[config.mk]
export PLATFORM = sky130hd
export DESIGN_NAME = prio_arbiter_rr
export DESIGN_NICKNAME = d
export VERILOG_FILES = /design/src/rtl/prio_arb_pkg.sv /design/src/rtl/prio_arbiter_rr_pick.sv /design/src/rtl/prio_arbiter_rr.sv
export SDC_FILE = /design/constraint.sdc
export NUM_CORES = 1
export LEC_CHECK = 0
export ABC_AREA = 1
export CORE_AREA = 2 2 39 41
export DETAILED_ROUTE_END_ITERATION = 10
export DIE_AREA = 0 0 41 43
export GPL_ROUTABILITY_DRIVEN = 0
export SLEW_MARGIN = 40
export SYNTH_ARGS = -nofsm -noshare
export SYNTH_HDL_FRONTEND = slang
export SYNTH_SLANG_ARGS = --single-unit
[constraint.sdc]
create_clock -name clk -period 1.07 [get_ports clk]
set_input_delay 0.107 -clock clk [delete_from_list [all_inputs] [get_ports clk]]
set_output_delay 0.107 -clock clk [all_outputs]
set_load 0.005 [all_outputs]
[src/rtl/prio_arb_pkg.sv]
// Shared constants and state encoding for the priority / round-robin arbiter.
package prio_arb_pkg;

  localparam int MODE_FIXED = 0;
  localparam int MODE_RR    = 1;
  localparam int HOLD_W     = 16;

  typedef enum logic {
    IDLE = 1'b0,
    BUSY = 1'b1
  } state_e;

endpackage

[src/rtl/prio_arbiter_rr_pick.sv]
// Combinational winner picker: highest index (fixed) or
// first set bit at/after ptr_i with wrap (round-robin).
module prio_pick
  import prio_arb_pkg::*;
#(
  parameter int N = 4,
  localparam int W = $clog2(N)
) (
  input  logic [N-1:0] req_i,
  input  logic [W-1:0] ptr_i,
  input  logic         mode_i,
  output logic [N-1:0] gnt_o,
  output logic [W-1:0] idx_o,
  output logic         any_o
);

  logic [2*N-1:0] dbl;
  logic [W-1:0]   rr_idx;
  logic [W-1:0]   fx_idx;
  logic           rr_hit;

  // Lower copy masked below ptr, so the first hit in the
  // doubled vector is the wrapped round-robin winner.
  always_comb begin
    dbl = {req_i, req_i};
    for (int i = 0; i < N; i++) begin
      if (i < int'(ptr_i)) dbl[i] = 1'b0;
    end
    rr_hit = 1'b0;
    rr_idx = '0;
    for (int i = 0; i < 2 * N; i++) begin
      if (!rr_hit && dbl[i]) begin
        rr_hit = 1'b1;
        rr_idx = W'(i >= N ? i - N : i);
      end
    end
  end

  always_comb begin
    fx_idx = '0;
    for (int i = 0; i < N; i++) begin
      if (req_i[i]) fx_idx = W'(i);
    end
  end

  always_comb begin
    any_o = |req_i;
    idx_o = (mode_i == 1'(MODE_RR)) ? rr_idx : fx_idx;
    gnt_o = any_o ? (N'(1) << idx_o) : '0;
  end

endmodule

[src/rtl/prio_arbiter_rr.sv]
// Registered N-way arbiter, fixed-priority or round-robin, grant held until dropped.
// Define PRIO_ARB_TIMEOUT_EN to bound holds at MAX_HOLD cycles when others wait.
module prio_arbiter_rr
  import prio_arb_pkg::*;
#(
  parameter int N = 4,
  parameter int MODE = MODE_FIXED,
  parameter int MAX_HOLD = 16,
  localparam int W = $clog2(N)
) (
  input  logic         clk,
  input  logic         rst,
  input  logic [N-1:0] req,
  output logic [N-1:0] grant,
  output logic [W-1:0] grant_idx,
  output logic         valid
);

  state_e       state_q;
  logic [N-1:0] grant_q;
  logic [W-1:0] idx_q;
  logic         valid_q;
  logic [W-1:0] rr_ptr_q;
  logic [W-1:0] rr_ptr_d;

  logic [N-1:0] pick_req;
  logic [N-1:0] pick_gnt;
  logic [W-1:0] pick_idx;
  logic         pick_any;
  logic         owner_held;
  logic         to_rearb;
  logic         rearb;

  // Owner bit is always excluded; only matters on a forced timeout.
  assign pick_req   = req & ~grant_q;
  assign owner_held = |(req & grant_q);

  prio_pick #(
    .N(N)
  ) u_pick (
    .req_i (pick_req),
    .ptr_i (rr_ptr_q),
    .mode_i(MODE == MODE_RR),
    .gnt_o (pick_gnt),
    .idx_o (pick_idx),
    .any_o (pick_any)
  );

  assign rr_ptr_d = (pick_idx == W'(N - 1)) ? '0 : pick_idx + W'(1);

`ifdef PRIO_ARB_TIMEOUT_EN
  logic [HOLD_W-1:0] hold_cnt_q;
  logic              hold_hit;

  assign hold_hit = (state_q == BUSY) &&
                    (hold_cnt_q == HOLD_W'(MAX_HOLD - 1));
  assign to_rearb = hold_hit && pick_any;

  always_ff @(posedge clk or posedge rst) begin
    if (rst) begin
      hold_cnt_q <= '0;
    end else if (rearb || hold_hit) begin
      hold_cnt_q <= '0;
    end else if (state_q == BUSY) begin
      hold_cnt_q <= hold_cnt_q + HOLD_W'(1);
    end
  end
`else
  logic [31:0] unused_max_hold;

  assign unused_max_hold = 32'(MAX_HOLD);
  assign to_rearb        = 1'b0;
`endif

  assign rearb = (state_q == IDLE) || !owner_held || to_rearb;

  always_ff @(posedge clk or posedge rst) begin
    if (rst) begin
      state_q  <= IDLE;
      grant_q  <= '0;
      idx_q    <= '0;
      valid_q  <= 1'b0;
      rr_ptr_q <= '0;
    end else if (rearb) begin
      if (pick_any) begin
        state_q <= BUSY;
        grant_q <= pick_gnt;
        idx_q   <= pick_idx;
        valid_q <= 1'b1;
        if (MODE == MODE_RR) rr_ptr_q <= rr_ptr_d;
      end else begin
        state_q <= IDLE;
        grant_q <= '0;
        idx_q   <= '0;
        valid_q <= 1'b0;
      end
    end
  end

  assign grant     = grant_q;
  assign grant_idx = idx_q;
  assign valid     = valid_q;

endmodule

# After elaboration in Yosys (flattened, before gate mapping)
# Cells that the tools add are included.
# totals
register_bits,7
latchBits,0
ram_bits,0
mem_bits_ro,0
out_inout_bits,7
word_cells,18
mem_count,0
# classes
n_addsub,0
n_mul,0
n_div,0
n_lt_le_gt_ge,0
n_eq_ne,0
n_shift,1
n_mux,6
n_bitwise,4
reduce_logical,4
# ops
operator,n
4-bit bitwise AND,2
4-bit OR reduction,2
2-bit 2-to-1 mux,3
4-bit 2-to-1 mux,1
4-bit NOT,1
"1-bit by 2-bit left shift with 4-bit output, first input constant",1
1-bit 2-to-1 mux,2
1-bit zero test,1
1-bit logical OR,1
1-bit NOT,1

# Logic depth before layout (Yosys ltp)
# logic_depth
ltp_word,7
mapped_depth,7
ltp_nobuf,7

# Cells and area by module
# Synthesis repeated with hierarchy kept, for this count alone.
# hier_totals
cells_unflattened,99
area_unflattened_um2,575.6
# modules_own_cells
mod,n_inst,cells_each,area_per_inst_um2,seq_area_each_um2
prio_arbiter_rr,1,59,397.9,175.2
prio_pick,1,40,177.7,0.0

# Worst setup path before layout
# No wires, ideal clock.
# synth_timing
path_type,register -> register
from,register grant_q[3] (netlist: grant[3])
to,register state_q
t_arrival_ns,0.797
required_ns,0.943
path_slack_ns,0.146
stages_incl_launch_ff,7
path_buffers,0
period_less_slack_ns,0.924
cell_sequence,dfrtp_1 > nand2_1 > nand2_1 > inv_1 > nand2_4 > nand2_4 > nand3b_1
# synth_between
elab_chain_len,4
word_cells_on_any_way,8
# synth_rtl
element,line,source
"start, declared",prio_arbiter_rr.sv:20,logic [N-1:0] grant_q;
"start signal, assigned",prio_arbiter_rr.sv:87,grant_q <= pick_gnt;
4-bit NOT / 4-bit bitwise AND (equally long branches),"prio_arbiter_rr.sv:35, prio_arbiter_rr.sv:36",
4-bit bitwise AND / 4-bit OR reduction (equally long branches),"prio_arbiter_rr.sv:35, prio_arbiter_rr.sv:36",
4-bit OR reduction / 1-bit zero test (equally long branches),"prio_arbiter_rr_pick.sv:47, prio_arbiter_rr.sv:75",
1-bit 2-to-1 mux / 1-bit logical OR (equally long branches),"prio_arbiter_rr.sv:85, prio_arbiter_rr.sv:75",
"end signal, assigned",prio_arbiter_rr.sv:79,state_q <= IDLE;
"end signal, assigned",prio_arbiter_rr.sv:86,state_q <= BUSY;
"end signal, assigned",prio_arbiter_rr.sv:92,state_q <= IDLE;
"end, declared",prio_arbiter_rr.sv:19,state_e state_q;
# Several ways; a longest one is shown, not always the timed one.
# A chain may end at the register's enable or synchronous reset.

# Worst setup path after layout
# layout_timing
from,register grant_q[2] (netlist: grant[2])
to,register state_q
# Same word-level chain as after synthesis.

==> metrics.txt <==
vias per cell=4.135; Die Wd=approximately 40 um; CTS buffer count=3; max-slew violations=0; maximum VDD drop=about 1 mV; first-pass detailed-route iteration total=6; Total GRT Usage=11.74%; Clk pin slew, worst setup/hold paths=roughly 0.060 ns; initial antenna violation count=0; clk buf depth=2; Hold Buf Count CTS=0; Final HPWL DP=669.9 um; crit path capture type=flop; worst path bufs/invs=2; diode count=0; CTS H-tree depth=1; grt total ovfl=0; placed cells=84; crit path launch type=flop; Critical Path AT=1.20 ns; CP max FO=7; ANT nets after route=0; Static Leak=about 0.37 nW; Hold Path Class=input port to asynchronous set/reset pin; via count=397; area of the die=0.001763 mm2; wire per inst=9.771 um; count of unique library cells instantiated by Yosys=9; vias in the first global route=360; share of cells above drive strength 1=28.75%; Power Dens Cells=about 2600 mW/mm2; CP cell instances=buf_6, nand2_1, nand2_2, inv_2, nand2_4, nand2_4, nand3b_1; Final min period=1.080 ns; Core Region=around 0.0014 mm2; Setup Crit Path Kind=flop to flop; worst-margin pin slew=0.2555 ns; Highest Clock Rate=between 900 and 1000 MHz; placed cell area=536.8 um2; Post-Syn Area per Cell=7.075 um2; reg2reg setup slack=-0.01 ns; outcome=finished, violations left; CP delay by family, top=flip-flops; Mapped Nets=61; Initial Utilization=28.12%; Worst path most repeated cell=nand2_4; Seq/Total Area, Yosys=45.02%; max incr delay on CP=~0.39 ns; port bufs=12; fin cells=96; failing checks=negative setup slack; setup violators final=1; Synth Warn #=0; synthesized area=between 300 and 400 um2; final clock skew=0.001212 ns; final wirelength=938 um; Synth Register Bits=7; Synth Instances=55; drt drc=0; Iteration-0 DRC Markers=7; clock sink count=7; nets@finish=between 80 and 90; worst skew pair latency=0.25 ns; setup ws final=-0.01035 ns; Max-Cap Viols=0; CTS root buffer=clkbuf_4; first-pass GRT wire length=1.359 mm; pin count of the biggest net entering global routing=8; Die Height=43 um; setup repair after global routing missed its margin=yes; post-route clock period utilization=101.0%; CP max-delay cell=dfrtp_1; # rows=14; io pins=13; filler cell count=145; P&R area growth vs syn=64.63%; fin area=around 640 um2; CTS tree=yes; Fin. Hold Viols=0; slew margin rel.=between 80% and 90%; Worst EP required=around 1.2 ns
## report_power, final
group          switching, mW  internal (mW)
Clock                  0.104          0.137
Sequential            0.0660          0.380
Combinational          0.466          0.492
## layout by cell type (no fill, tap or decap)
cell type,count
clkdlybuf4s50_1,5
dfrtp_1,7
dlygate4sd2_1,7
buf_6,4
nand2_4,2
inv_1,8
clkbuf_4,3
nand3b_1,1
nor2_1,2
nand2_2,6
clkinv_2,1
buf_4,5
inv_2,2
nand2_1,19
nand3_1,8
## per-layer routing
metal	GRT usage, %	vias up	share of wire [%]
met4	10.00	0	0
met5	0	-	0
met1	13.20	173	48
met2	18.13	9	49
met3	1.571	0	3.0
li1	-	215	-
## registers in the layout (all words and copies together) (netlist names)
register / cells
grant: 4
grant_idx: 2
state_q: 1
## synthesized netlist by cell type
cell / count / area share, %
nand2_1: 23 / 22
inv_1: 9 / 8.7
nand3_1: 8 / 10
dfrtp_1: 7 / 45
nand2_2: 2 / 3.2
nand2_4: 2 / 5.8
nor2_1: 2 / 1.9
inv_2: 1 / 0.96
nand3b_1: 1 / 1.9
## through the flow
stage	setup WS [ns]	utilization (%)	power (mW)	setup TNS (ns)	hold WS (ns)
6_report	-0.01035	46.29	1.644	-0.01035	0.07997
3_3_place_gp	-0.09723	38.79	1.225	-0.6074	0.3535
2_1_floorplan	0.1460	-	0.8835	0	-0.08960
5_1_grt	-0.05438	46.29	1.788	-0.1561	0.1073
4_1_cts	-0.02644	42.31	1.494	-0.02644	0.08448
3_5_place_dp	-0.1128	38.79	1.229	-0.6845	0.3564
## path summary, 6_finish.rpt
| path | depth (start not counted) | from | to |
|---|---|---|---|
| min in group clk | 2 | grant_idx[0] | grant_idx[0] |
| min | 2 | rst | grant_idx[0] |
| max reg2reg | 7 | grant[2] | state_q |
| max | 7 | grant[2] | state_q |
| min reg2reg | 2 | grant_idx[0] | grant_idx[0] |
| max in group asynchronous | 2 | rst | grant[2] |
## timing repair
action | CTS | global route
pin swaps | 0 | 5
setup buffers | 4 | 4
endpoints found under the setup margin | 7 | 7
resized for setup | 7 | 9
## layout make-up
type,count,area [um2],area share [%]
Timing Repair Buffer,21,193.9,30.27
Inverter,10,37.54,5.859
Multi-Input combinational cell,38,186.4,29.10
Sequential cell,7,175.2,27.34
Tap cell,16,20.02,3.125
Clock inverter,1,5.005,0.7813
Clock buffer,3,22.52,3.516
## logic make-up after synthesis
kind of cell,count (synthesis),share of synthesized area [%]
buffers and inverters,10,9.645
AND/OR/NAND/NOR,38,45.34
flip-flops,7,45.02
Note: power is estimated with default switching activity, not from simulation.
